<file path="src/rtl/debounce_scheduler.sv">
// Time-multiplexed debouncer bank with a round-robin arbitrated valid/ack event port.
// Optional macro DBN_RISE_ONLY_EN: only rising steady changes raise events (evt_val is always 1).
module debounce_scheduler #(
    parameter  int NUM_IN    = 8,
    parameter  int TOT_SCANS = 4,
    localparam int IDX_W     = $clog2(NUM_IN)
) (
    input  logic              gch_clk,
    input  logic              gch_reset,
    output logic              gch_ready,
    input  logic [NUM_IN-1:0] bouncing,
    output logic [NUM_IN-1:0] steady,
    output logic [IDX_W-1:0]  scan_idx,
    output logic              evt_valid,
    output logic [IDX_W-1:0]  evt_idx,
    output logic              evt_val,
    input  logic              evt_ack,
    output logic              evt_lost
);
    localparam int               CNT_W    = $clog2(TOT_SCANS) + 1;
    localparam logic [CNT_W-1:0] CNT_MAX  = CNT_W'(TOT_SCANS);
    localparam logic [IDX_W-1:0] IDX_LAST = IDX_W'(NUM_IN - 1);

    typedef enum logic {ST_INIT, ST_SCAN} state_t;

    state_t              r_state;
    state_t              w_state_nxt;
    logic                w_init;
    logic [NUM_IN-1:0]   r_sync1;
    logic [NUM_IN-1:0]   r_sb;
    logic [IDX_W-1:0]    r_scan_idx;
    logic [CNT_W-1:0]    r_cnt [NUM_IN];
    logic [NUM_IN-1:0]   r_steady;
    logic [NUM_IN-1:0]   r_pend;
    logic [IDX_W-1:0]    r_rr_ptr;
    logic                r_evt_valid;
    logic [IDX_W-1:0]    r_evt_idx;
    logic                r_evt_val;
    logic                r_evt_lost;

    logic                w_last;
    logic                w_sb_i;
    logic                w_mis;
    logic                w_at_max;
    logic                w_flip;
    logic                w_pend_set;
    logic [CNT_W-1:0]    w_cnt_nxt;
    logic [NUM_IN-1:0]   w_set_vec;
    logic [NUM_IN-1:0]   w_clr_vec;
    logic                w_grant_vld;
    logic [IDX_W-1:0]    w_grant_idx;
    logic [IDX_W-1:0]    w_j;
    logic                w_arb;

    // Two-flop synchronizer; deliberately left out of reset.
    always_ff @(posedge gch_clk) begin
        r_sync1 <= bouncing;
        r_sb    <= r_sync1;
    end

    always_ff @(posedge gch_clk) begin
        if (gch_reset) r_state <= ST_INIT;
        else           r_state <= w_state_nxt;
    end

    always_comb begin
        w_state_nxt = r_state;
        if (r_state == ST_INIT && w_last) w_state_nxt = ST_SCAN;
    end

    always_comb begin
        gch_ready = (r_state == ST_SCAN);
        w_init    = (r_state == ST_INIT);
    end

    assign w_last = (r_scan_idx == IDX_LAST);

    always_ff @(posedge gch_clk) begin
        if (gch_reset) r_scan_idx <= '0;
        else           r_scan_idx <= w_last ? '0 : r_scan_idx + 1'b1;
    end

    // Shared compare/count datapath for the input visited this cycle.
    always_comb begin
        w_sb_i    = r_sb[r_scan_idx];
        w_mis     = (w_sb_i != r_steady[r_scan_idx]);
        w_at_max  = (r_cnt[r_scan_idx] == CNT_MAX);
        w_flip    = !w_init && w_mis && w_at_max;
`ifdef DBN_RISE_ONLY_EN
        w_pend_set = w_flip && w_sb_i;
`else
        w_pend_set = w_flip;
`endif
        w_cnt_nxt = '0;
        if (!w_init && w_mis && !w_at_max) w_cnt_nxt = r_cnt[r_scan_idx] + 1'b1;
        w_set_vec = '0;
        w_set_vec[r_scan_idx] = w_pend_set;
    end

    always_ff @(posedge gch_clk) begin
        r_cnt[r_scan_idx] <= w_cnt_nxt;
    end

    // First pending input at or after rr_ptr, wrapping around.
    always_comb begin
        int j;
        w_grant_vld = 1'b0;
        w_grant_idx = '0;
        w_j         = '0;
        for (int k = 0; k < NUM_IN; k++) begin
            j = int'(r_rr_ptr) + k;
            if (j >= NUM_IN) j = j - NUM_IN;
            w_j = IDX_W'(j);
            if (!w_grant_vld && r_pend[w_j]) begin
                w_grant_vld = 1'b1;
                w_grant_idx = w_j;
            end
        end
        w_arb     = !r_evt_valid && w_grant_vld;
        w_clr_vec = '0;
        if (w_arb) w_clr_vec[w_grant_idx] = 1'b1;
    end

    always_ff @(posedge gch_clk) begin
        if (gch_reset) begin
            r_steady    <= '0;
            r_pend      <= '0;
            r_rr_ptr    <= '0;
            r_evt_valid <= 1'b0;
            r_evt_idx   <= '0;
            r_evt_val   <= 1'b0;
            r_evt_lost  <= 1'b0;
        end else begin
            // A new change on the input being granted keeps its pend bit.
            r_pend     <= (r_pend & ~w_clr_vec) | w_set_vec;
            r_evt_lost <= w_pend_set && r_pend[r_scan_idx];
            if (w_flip) r_steady[r_scan_idx] <= w_sb_i;
            if (w_arb) begin
                r_evt_valid <= 1'b1;
                r_evt_idx   <= w_grant_idx;
`ifdef DBN_RISE_ONLY_EN
                r_evt_val   <= 1'b1;
`else
                r_evt_val   <= r_steady[w_grant_idx];
`endif
                r_rr_ptr    <= (w_grant_idx == IDX_LAST) ? '0 : w_grant_idx + 1'b1;
            end else if (r_evt_valid && evt_ack) begin
                r_evt_valid <= 1'b0;
            end
        end
    end

    assign steady    = r_steady;
    assign scan_idx  = r_scan_idx;
    assign evt_valid = r_evt_valid;
    assign evt_idx   = r_evt_idx;
    assign evt_val   = r_evt_val;
    assign evt_lost  = r_evt_lost;

endmodule

</file>
<file path="config.mk">
export PLATFORM = sky130hd
export DESIGN_NAME = debounce_scheduler
export DESIGN_NICKNAME = d
export VERILOG_FILES = /design/src/rtl/debounce_scheduler.sv
export SDC_FILE = /design/constraint.sdc
export NUM_CORES = 1
export LEC_CHECK = 0
export CAP_MARGIN = 25
export CORE_UTILIZATION = 50
export CTS_CLUSTER_DIAMETER = 100
export DETAILED_ROUTE_END_ITERATION = 10
export PLACE_DENSITY = 0.81
export SETUP_SLACK_MARGIN = 0.5
export SLEW_MARGIN = 20
export SYNTH_ARGS = -nofsm -noshare
export SYNTH_HDL_FRONTEND = slang
export SYNTH_SLANG_ARGS = --single-unit
</file>
<file path="constraint.sdc">
create_clock -name gch_clk -period 4.5 [get_ports gch_clk]
set_clock_uncertainty 0.1 [all_clocks]
set_input_delay 0.675 -clock gch_clk [delete_from_list [all_inputs] [get_ports gch_clk]]
set_output_delay 0.675 -clock gch_clk [all_outputs]
set_load 0.1 [all_outputs]
</file>
==> impl_metrics.env, run 1 <==
export IMPL_start_util_pct=52.9
export IMPL_track_usage_pct=22.7
export IMPL_synthAdderAreaFrac_pct=2.06
export IMPL_drtPass1Iterations=4
export IMPL_p_comb_share_pct=9.4
export IMPL_fillerInstances=572
export IMPL_post_drt_wl_per_cell_um=17.3
export IMPL_num_antenna_cells=0
export IMPL_crit_slowest_cell="mux4_2"
export IMPL_power_density_nw_per_um2=299
export IMPL_core_area_um2=6910
export IMPL_fp_row_count=30
export IMPL_clock_power_share_pct=36.8
export IMPL_nNetsFinal=382
export IMPL_synthXorXnorAreaFrac_pct=1.92
export IMPL_maxCapViolCount=0
export IMPL_path_cells="inv_1, ha_2, mux4_2, mux2_4, o32a_4, or3_1, a221o_1, o31ai_1, a21oi_1"
export IMPL_clock_latency_ns=0.34
export IMPL_synth_compound_area_share_pct=18.9
export IMPL_grt_pass1_vias=2630
export IMPL_grt_pass1_wl_mm=13.1
export IMPL_r2r_start="r_rr_ptr[0]"
export IMPL_switchingPower_mw=0.314
export IMPL_finalCriticalPeriod_ns=3.78
export IMPL_yosys_warnings=0
export IMPL_numCtsBuffers=9
export IMPL_cp_arrival_ns=3.90
export IMPL_drt_initial_drc_count=220
export IMPL_cp_top_family="compound AO/OA/AOI/OAI gates"
export IMPL_worst_path_buf_inv=1
export IMPL_cts_tree="yes"
export IMPL_drc_errors=0
export IMPL_synth_mux_area_share_pct=12.8
export IMPL_grt_antenna_before_repair=0
export IMPL_worstPathRequired_ns=4.62
export IMPL_synth_async_reset_ratio_pct=0
export IMPL_numClockSinks=69
export IMPL_p_sw_share_pct=25.1
export IMPL_clockBufferDepth=2
export IMPL_finalSetupViolations=0
export IMPL_p_seq_share_pct=53.8
export IMPL_multi_input_area_um2=1870
export IMPL_end_kind="register"
export IMPL_power_internal_mw=0.938
export IMPL_finish_utilization_pct=60.7
export IMPL_synth_edf_count=24
export IMPL_max_freq_mhz=265
export IMPL_ctsHoldBuffers=0
export IMPL_dieWidth_um=87.5
export IMPL_crit_start="r_rr_ptr[0]"
export IMPL_peakVddDrop_mv=0.273
export IMPL_ys_types=65
export IMPL_ys_seq_area_share_pct=44.4
export IMPL_status="finished clean"
export IMPL_cts_root_buffer="clkbuf_8"
export IMPL_postSynthCellCount=343
export IMPL_ant_nets=0
export IMPL_synthSimpleGateAreaFrac_pct=15.4
export IMPL_min_period_over_period_pct=84.0
export IMPL_port_buffer_count=28
export IMPL_dieArea_um2=7650
export IMPL_drive_above_1_share_pct=14.9
export IMPL_synth_top_family_by_area="compound AO/OA/AOI/OAI gates"
export IMPL_worstSetupPathType="register to register"
export IMPL_worstMarginPinSlew_ns=0.982
export IMPL_wirelength_mm=8.04
export IMPL_synthToLayoutAreaGrowth_pct=14.7
export IMPL_pin_count=29
export IMPL_synth_area_um2=3650
export IMPL_regArea_um2=1620
export IMPL_slew_headroom_pct=34.4
export IMPL_worstPathMaxFanout=11
export IMPL_htreeDepth=3
export IMPL_rsz0062_at_grt="no"
export IMPL_hold_viol=0
export IMPL_clk_pin_slew_ns=0.07
export IMPL_ys_flop_type="dfxtp_1"
export IMPL_viasPerCell=6.10
export IMPL_critPathMaxStageDelay_ns=0.58
export IMPL_synth_avg_cell_area_um2=10.6
export IMPL_hpwl_mm=5.72
export IMPL_vias=2843
export IMPL_hp_start="r_sync1[5]"
export IMPL_gp_congestion=0.888
export IMPL_syn_nets=360
export IMPL_grt_max_degree=31
export IMPL_critPathLaunchType="register"
export IMPL_ff2ff_setup_slack_ns=0.72
export IMPL_ys_ff_latch=69
export IMPL_power_leakage_nw=1.46
export IMPL_grt_ovfl_total=0
export IMPL_die_y_um=87.5
export IMPL_hold_path_class="register to register"
export IMPL_fin_setup_tns_ns=0
export IMPL_slew_violations=0
[worst paths after layout]
path                    end  cells after the start
setup / recovery  r_pend[4]                      9
hold / removal      r_sb[5]                      0
setup reg to reg  r_pend[4]                      9
hold reg to reg     r_sb[5]                      0
[power by group through the flow]
| stage | combinational [mW] | sequential (mW) | clock (mW) |
|---|---|---|---|
| 2_1_floorplan | 0.0674 | 0.699 | 0 |
| 3_3_place_gp | 0.112 | 0.686 | 0 |
| 3_5_place_dp | 0.116 | 0.687 | 0 |
| 4_1_cts | 0.116 | 0.673 | 0.468 |
| 5_1_grt | 0.127 | 0.675 | 0.494 |
| 6_report | 0.117 | 0.674 | 0.461 |
[worst register-to-register path, cell delays in order (launching register included)]
cell	delay [ns]
dfxtp_1	0.34
inv_1	0.07
ha_2	0.50
mux4_2	0.59
mux2_4	0.30
o32a_4	0.40
or3_1	0.43
a221o_1	0.47
o31ai_1	0.35
a21oi_1	0.12
[repair_timing]
item,in CTS,in global routing
setup endpoints to repair,0,10
gates resized for setup,0,2
buffers inserted,0,0
[state kept, by name, summed over array words and instances (netlist names)]
register and flops:
evt_lost 1, r_sync1 8, evt_val 1, scan_idx 3, steady 8, r_sb 8, gch_ready 1, r_rr_ptr 3
evt_idx 3, evt_valid 1, r_pend 8, r_cnt 24
[metal layers]
metal,global-route usage [%],share of wire [%]
met1,31.4,45
met5,0,0
met2,33.1,45
met4,14.5,3.7
met3,3.79,6.3
[cell type report]
type                    count  area share (%)
clock buffers              11            3.64
clock inverters             5           0.777
inverters                  14            1.25
multi-input cells         236            44.7
flip-flops and latches     69            38.7
well taps                  96            2.87
repair buffers             35            8.03
[metrics by stage]
step | instance area (um2) | hold WS, ns | std cells | power [mW] | setup slack, ns
2_1_floorplan | 3650 | 0.210 | 343 | 0.766 | 0.688
3_3_place_gp | 3990 | 0.211 | 449 | 0.798 | 0.695
3_5_place_dp | 3990 | 0.214 | 449 | 0.803 | 0.610
4_1_cts | 4170 | 0.233 | 465 | 1.26 | 0.589
5_1_grt | 4190 | 0.236 | 466 | 1.30 | 0.589
6_report | 4190 | 0.230 | 466 | 1.25 | 0.721
[cell usage in the layout, fill, tap and decap left out, types with 3 or more instances in the layout]
cell type | synthesis | routed
and3b_1 | 5 | 5
nand2b_1 | 5 | 5
nor2_1 | 21 | 21
xnor2_1 | 5 | 5
mux2_2 | 9 | 9
nand3_1 | 10 | 10
buf_4 | 0 | 6
mux2i_1 | 7 | 7
a22o_1 | 6 | 6
o21ai_0 | 4 | 4
mux4_2 | 9 | 9
a21oi_1 | 20 | 20
mux4_1 | 3 | 3
clkdlybuf4s50_1 | 0 | 28
clkbuf_8 | 0 | 9
dfxtp_1 | 45 | 45
ha_1 | 6 | 5
xor2_1 | 3 | 3
o31ai_1 | 9 | 9
nor3_1 | 8 | 7
and3_1 | 5 | 5
inv_1 | 14 | 14
o32ai_1 | 3 | 3
a22oi_1 | 7 | 7
nand2_1 | 33 | 33
edfxtp_1 | 24 | 24
a211oi_1 | 7 | 7
nor3b_1 | 5 | 5
[cell families (layout without fill, tap and decap cells)]
group / Yosys count / after routing
AOI/OAI and AO/OA: 85 / 85
xor gates and xnor gates: 8 / 8
adders and majority gates: 6 / 6
buffers and inverters: 38 / 65
DFF: 69 / 69
muxes: 29 / 29
and+or+nand+nor: 108 / 108
[synth_stat cells, types with 3 or more instances]
cell type   n  area [um2]
xor2_1      3        26.3
a21oi_1    20         100
o32ai_1     3        26.3
mux2_2      9         101
buf_2       5        25.0
nand2b_1    5        31.3
a22o_1      6        52.6
o31ai_1     9        67.6
o21ai_0     4        20.0
clkbuf_1   16        60.1
nor2_1     21        78.8
mux2i_1     7        70.1
mux4_2      9         203
nand3_1    10        50.1
a22oi_1     7        52.6
inv_1      14        52.6
xnor2_1     5        43.8
dfxtp_1    45         901
nor3b_1     5        37.5
edfxtp_1   24         721
and3_1      5        31.3
nor3_1      8        40.0
a211oi_1    7        52.6
nand2_1    33         124
and3b_1     5        43.8
mux4_1      3        78.8
ha_1        6        75.1
(Power assumes the default switching activity.)
==> run 2: changes to the inputs <==
==> constraint.sdc (replaced) <==
create_clock -name gch_clk -period 3.9 [get_ports gch_clk]
set_clock_uncertainty 0.1 [all_clocks]
set_input_delay 0.585 -clock gch_clk [delete_from_list [all_inputs] [get_ports gch_clk]]
set_output_delay 0.585 -clock gch_clk [all_outputs]
set_load 0.1 [all_outputs]
==> run 2 against run 1 <==
Effect of this change: first-iteration DRC count fell by 34%; maximum frequency rose by 13%; cell area rose by 4.5%; sequential power rose by 16%; die area did not move; critical endpoint is now r_pend[1]; largest cell class unchanged.
==> impl_metrics.env, run 2 (same netlist as run 1, synthesis figures left out) <==
export IMPL_numClockSinks=69
export IMPL_finalCriticalPeriod_ns=3.34
export IMPL_dieWidth_um=87.5
export IMPL_fin_area_um2=4380
export IMPL_finish_utilization_pct=63.4
export IMPL_start_util_pct=52.9
export IMPL_largest_reg_flops=24
export IMPL_grt_antenna_before_repair=0
export IMPL_htreeDepth=3
export IMPL_peakVddDrop_mv=0.388
export IMPL_hold_path_class="register to register"
export IMPL_worstPathRequired_ns=4.02
export IMPL_final_common_cell="dfxtp_1"
export IMPL_top_register="r_cnt"
export IMPL_crit_start="r_rr_ptr[0]"
export IMPL_fin_setup_tns_ns=0
export IMPL_dpl_cell_area_um2=4030
export IMPL_cts_tree="yes"
export IMPL_numCtsBuffers=9
export IMPL_wirelength_mm=8.57
export IMPL_fp_row_count=30
export IMPL_ff2ff_setup_slack_ns=0.56
export IMPL_hold_viol=0
export IMPL_finalSetupViolations=0
export IMPL_reg2regPathDepth=9
export IMPL_path_cells="inv_2, ha_4, mux4_2, mux2_4, o32a_4, or3_4, a221o_1, o31ai_1, a21oi_1"
export IMPL_grt_pass1_wl_mm=13.5
export IMPL_viasPerCell=6.04
export IMPL_slew_headroom_pct=34.4
export IMPL_worstPathMaxFanout=6
export IMPL_status="finished clean"
export IMPL_grt_max_degree=31
export IMPL_worstSetupPathType="register to register"
export IMPL_drc_errors=0
export IMPL_port_buffer_count=28
export IMPL_r2r_end="r_pend[1]"
export IMPL_cp_arrival_ns=3.47
export IMPL_ant_nets=0
export IMPL_cp_depth=9
export IMPL_grt_pass1_vias=2675
export IMPL_worst_path_buf_inv=1
export IMPL_vias=2862
export IMPL_clock_latency_ns=0.35
export IMPL_synthToLayoutAreaGrowth_pct=19.9
export IMPL_rsz0062_at_grt="yes"
export IMPL_critPathMaxStageDelay_ns=0.55
export IMPL_die_y_um=87.5
export IMPL_cts_root_buffer="clkbuf_8"
export IMPL_dieArea_um2=7650
export IMPL_power_density_nw_per_um2=340
export IMPL_r2r_start="r_rr_ptr[0]"
export IMPL_post_drt_wl_per_cell_um=18.1
export IMPL_grt_ovfl_total=0
export IMPL_drt_initial_drc_count=146
export IMPL_critPathLaunchType="register"
export IMPL_drtPass1Iterations=4
export IMPL_num_antenna_cells=0
export IMPL_max_freq_mhz=299
export IMPL_pin_count=29
export IMPL_clockBufferDepth=2
export IMPL_nNetsFinal=390
export IMPL_worstMarginPinSlew_ns=0.981
export IMPL_power_leakage_nw=1.52
export IMPL_cp_endpoint="r_pend[1]"
export IMPL_drive_above_1_share_pct=22.2
export IMPL_core_area_um2=6910
export IMPL_maxCapViolCount=0
export IMPL_hpwl_mm=5.60
export IMPL_min_period_over_period_pct=85.7
export IMPL_cp_top_family="compound AO/OA/AOI/OAI gates"
export IMPL_final_cell_mix="dfxtp_1, nand2_1, clkdlybuf4s50_1, edfxtp_1"
export IMPL_ctsHoldBuffers=0
export IMPL_fillerInstances=538
export IMPL_crit_slowest_cell="mux4_2"
export IMPL_gp_congestion=0.927
export IMPL_track_usage_pct=23.3
export IMPL_slew_violations=0
export IMPL_end_kind="register"
export IMPL_clk_pin_slew_ns=0.09
-- run 2: cell count changes in the layout (fill, tap and decap cells not counted), sizes merged --
cell	previous run	this run
inv	15	16
clkinv	2	3
clkbuf	11	9
bufinv	0	1
clkinvlp	2	1
buf	7	15
-- run 2: area by class of cell --
cell class                      instances  area, um2  area share [%]
Timing Repair Buffer                   43        404            9.23
Clock inverter                          7       73.8            1.69
Sequential cell                        69       1630            37.2
Multi-Input combinational cell        236       1970            45.1
Inverter                               14       52.6            1.20
Clock buffer                            9        124            2.83
Tap cell                               96        120            2.74
-- run 2: routing by layer --
layer,wire [um],GRT usage [%],up-vias
met5,0,0,-
met4,151,11.8,0
met3,447,3.13,17
met2,4210,36.9,100
met1,3760,31.5,1381
li1,-,-,1364
-- run 2: what timing repair did --
| item | 4_1_cts | 5_1_grt |
|---|---|---|
| pin swaps | 6 | 8 |
| gates resized for setup | 7 | 14 |
| buffers inserted | 5 | 2 |
| setup endpoints to repair | 12 | 11 |
-- run 2: how the worst min path moves through the flow --
stage / startpoint / endpoint / slack (ns) / depth (start not counted)
floorplan: r_sync1[0] / r_sb[0] / 0.21 / 0
global placement: r_sync1[3] / r_sb[3] / 0.21 / 0
detailed placement: r_sync1[1] / r_sb[1] / 0.21 / 0
CTS: r_sync1[1] / r_sb[1] / 0.23 / 0
global route: r_sync1[1] / r_sb[1] / 0.23 / 0
finish: r_sync1[1] / r_sb[1] / 0.23 / 0
-- run 2: metrics by stage --
stage,setup WS (ns),hold WS (ns),total power [mW],instances
after floorplan,0.449,0.210,0.885,343
after global placement,0.416,0.212,0.920,450
after detailed placement,0.265,0.212,0.926,450
after CTS,0.491,0.230,1.49,471
after global routing,0.464,0.235,1.53,474
final,0.558,0.230,1.49,474
-- run 2: report_power, final --
part | switching (mW) | internal [mW]
Combinational | 0.0772 | 0.0507
Sequential | 0.0202 | 0.764
Clock | 0.278 | 0.298
==> run 3: changes to the inputs <==
--- a/config.mk
+++ b/config.mk
@@ -5,13 +5,13 @@
 export SDC_FILE = /design/constraint.sdc
 export NUM_CORES = 1
 export LEC_CHECK = 0
+export ABC_AREA = 1
 export CAP_MARGIN = 25
 export CORE_UTILIZATION = 50
 export CTS_CLUSTER_DIAMETER = 100
 export DETAILED_ROUTE_END_ITERATION = 10
 export PLACE_DENSITY = 0.81
 export SETUP_SLACK_MARGIN = 0.5
-export SLEW_MARGIN = 20
 export SYNTH_ARGS = -nofsm -noshare
 export SYNTH_HDL_FRONTEND = slang
 export SYNTH_SLANG_ARGS = --single-unit
==> constraint.sdc (replaced) <==
create_clock -name gch_clk -period 3.9 [get_ports gch_clk]
set_clock_uncertainty 0.1 [all_clocks]
set_input_delay 0.585 -clock gch_clk [delete_from_list [all_inputs] [get_ports gch_clk]]
set_output_delay 0.585 -clock gch_clk [all_outputs]
set_load 0.005 [all_outputs]
==> run 3 against run 2 <==
Effect of this change: area after synthesis is 6.8% lower; combinational power grew to 13 times the previous value; synthesized cell count is 15% higher; non-clock buffer count is 13 lower; power is 100% higher; via count is 3.2% lower; maximum frequency is 10% higher; global-route usage is 0.26 points lower; cell area is 11% lower; worst setup slack better by 0.31 ns; die area is 6.6% lower; flip-flop and latch count stayed put; critical endpoint is now r_cnt[5][2].
==> impl_metrics.env, run 3 <==
export IMPL_fin_setup_tns_ns=0
export IMPL_gp_congestion=0.914
export IMPL_hold_viol=0
export IMPL_wirelength_mm=7.49
export IMPL_synth_edf_count=24
export IMPL_maxUsedRoutingLayer="met4"
export IMPL_max_freq_mhz=330
export IMPL_yosys_top_cells_area="dfxtp_1, edfxtp_1, nand2_1"
export IMPL_maxCapViolCount=0
export IMPL_nNetsFinal=441
export IMPL_met2WireLength_mm=3.76
export IMPL_post_cts_setup_buffers=0
export IMPL_port_buffer_count=28
export IMPL_hp_start="r_sync1[5]"
export IMPL_reg2regPathDepth=9
export IMPL_slew_headroom_pct=48.5
export IMPL_wl_met1_mm=3.16
export IMPL_slew_violations=0
export IMPL_core_area_um2=6460
export IMPL_drt_initial_drc_count=205
export IMPL_worstPathRequired_ns=3.89
export IMPL_ys_types=46
export IMPL_grt_pass1_wl_mm=12.8
export IMPL_htreeDepth=3
export IMPL_grt_max_degree=17
export IMPL_place_ws_ns=0.584
export IMPL_clockBufferDepth=2
export IMPL_rsz0062_at_grt="no"
export IMPL_crit_start="scan_idx[2]"
export IMPL_crit_slowest_cell="nor3_2"
export IMPL_drc_errors=0
export IMPL_dieWidth_um=84.5
export IMPL_critPathLaunchType="register"
export IMPL_power_mw=2.99
export IMPL_top_register="r_cnt"
export IMPL_yosysTopAreaCellShare_pct=26.5
export IMPL_clk_pin_slew_ns=0.07
export IMPL_post_drt_wl_per_cell_um=14.8
export IMPL_synth_area_um2=3400
export IMPL_hold_depth=0
export IMPL_power_leakage_nw=1.58
export IMPL_yosys_warnings=0
export IMPL_worstSetupPathType="register to register"
export IMPL_worstPathMaxFanout=10
export IMPL_final_cell_mix="nand2_1, dfxtp_1, nand3_1, inv_1, clkdlybuf4s50_1"
export IMPL_num_antenna_cells=0
export IMPL_numCtsBuffers=9
export IMPL_vias=2770
export IMPL_largest_reg_flops=24
export IMPL_hpwl_mm=5.66
export IMPL_grt_pass1_vias=2728
export IMPL_path_cells="inv_1, nor3_2, a221oi_1, nand4_1, inv_1, ha_1, nand3_1, nand3_1, nor2_1"
export IMPL_cp_arrival_ns=3.02
export IMPL_synthToLayoutAreaGrowth_pct=14.5
export IMPL_drtPass1Iterations=4
export IMPL_dr_wl_met3_um=358
export IMPL_r2r_start="scan_idx[2]"
export IMPL_pin_count=29
export IMPL_peakVddDrop_mv=0.387
export IMPL_end_kind="register"
export IMPL_cts_root_buffer="clkbuf_8"
export IMPL_grt_antenna_before_repair=0
export IMPL_critPathMaxStageDelay_ns=0.65
export IMPL_cp_top_family="simple AND/OR/NAND/NOR gates"
export IMPL_setup_ws_ns=0.873
export IMPL_ys_top_cells_by_count="nand2_1, dfxtp_1, nand3_1"
export IMPL_finalSetupViolations=0
export IMPL_synth_top_area_cell="dfxtp_1"
export IMPL_ys_seq_area_share_pct=47.6
export IMPL_finalCriticalPeriod_ns=3.03
export IMPL_start_util_pct=52.7
export IMPL_hold_ws_ns=0.227
export IMPL_synth_avg_cell_area_um2=8.66
export IMPL_numClockSinks=69
export IMPL_dieArea_um2=7140
export IMPL_ant_nets=0
export IMPL_viasPerCell=5.47
export IMPL_hold_path_class="register to register"
export IMPL_fp_row_count=29
export IMPL_grt_ovfl_total=0
export IMPL_fillerInstances=553
export IMPL_postSynthCellCount=393
export IMPL_die_y_um=84.5
export IMPL_min_period_over_period_pct=77.6
export IMPL_status="finished clean"
export IMPL_drive_above_1_share_pct=15.4
export IMPL_clock_latency_ns=0.34
export IMPL_track_usage_pct=23.1
export IMPL_worstMarginPinSlew_ns=0.768
export IMPL_cp_depth=9
export IMPL_power_density_nw_per_um2=768
export IMPL_worst_path_buf_inv=2
export IMPL_cts_tree="yes"
export IMPL_yosysMostFrequentCell="nand2_1"
export IMPL_ys_flop_type="dfxtp_1"
export IMPL_synth_async_reset_ratio_pct=0
export IMPL_ys_ff_latch=69
export IMPL_syn_nets=410
export IMPL_final_common_cell="nand2_1"
## run 3: changes by cell type in the layout (fill, tap and decap cells not counted), sizes merged, moves of 12 or more
cell,before,now
nand2,33,91
buf,15,2
mux4,12,0
nand3,10,46
nor2,21,36
inv,16,47
## run 3: final timing paths
check                      to  slack [ns]
hold / removal        r_sb[5]        0.23
hold reg to reg       r_sb[5]        0.23
setup reg to reg  r_cnt[5][2]        0.87
setup / recovery  r_cnt[5][2]        0.87
## run 3: final cells by class
cell class	count	area, um2	share of cell area, %
clock buffer	11	141	3.63
clock inverter	5	26.3	0.674
inverter	49	185	4.75
multi-input combinational	265	1530	39.1
sequential	69	1630	41.7
tap	77	96.3	2.47
timing repair buffer	30	295	7.58
## run 3: cells by family (layout without fill, tap and decap cells)
family | count (synthesis) | count (layout) | synth area share, %
AND/OR/NAND/NOR | 193 | 193 | 29.4
flip-flops | 69 | 69 | 47.6
AO/OA/AOI/OAI | 61 | 61 | 11.3
buffers and inverters | 59 | 95 | 7.68
adder cells (fa/ha/maj) | 6 | 6 | 2.21
XOR/XNOR | 5 | 5 | 1.73
## run 3: through the flow
| stage | instance area (um2) | utilization, % | cells |
|---|---|---|---|
| final | 3900 | 60.3 | 506 |
| after global routing | 3900 | 60.3 | 506 |
| after CTS | 3890 | 60.2 | 506 |
| after detailed placement | 3720 | 57.6 | 490 |
| after global placement | 3720 | 57.6 | 490 |
| after floorplan | 3400 | - | 393 |
## run 3: metal layers
metal | GRT usage (%) | vias up
met5 | 0 | -
li1 | - | 1386
met4 | 12.8 | 0
met2 | 39.0 | 83
met1 | 27.7 | 1279
met3 | 4.52 | 22
## run 3: what timing repair did
item | 4_1_cts | 5_1_grt
hold buffers | 0 | 0
resized for setup | 0 | 5
endpoints found under the setup margin | 0 | 13
## run 3: power breakdown
group	internal (mW)	switching (mW)	total (mW)
registers	0.801	0.0575	0.858
logic	0.548	1.10	1.65
clock network	0.242	0.244	0.486
total	1.59	1.40	2.99
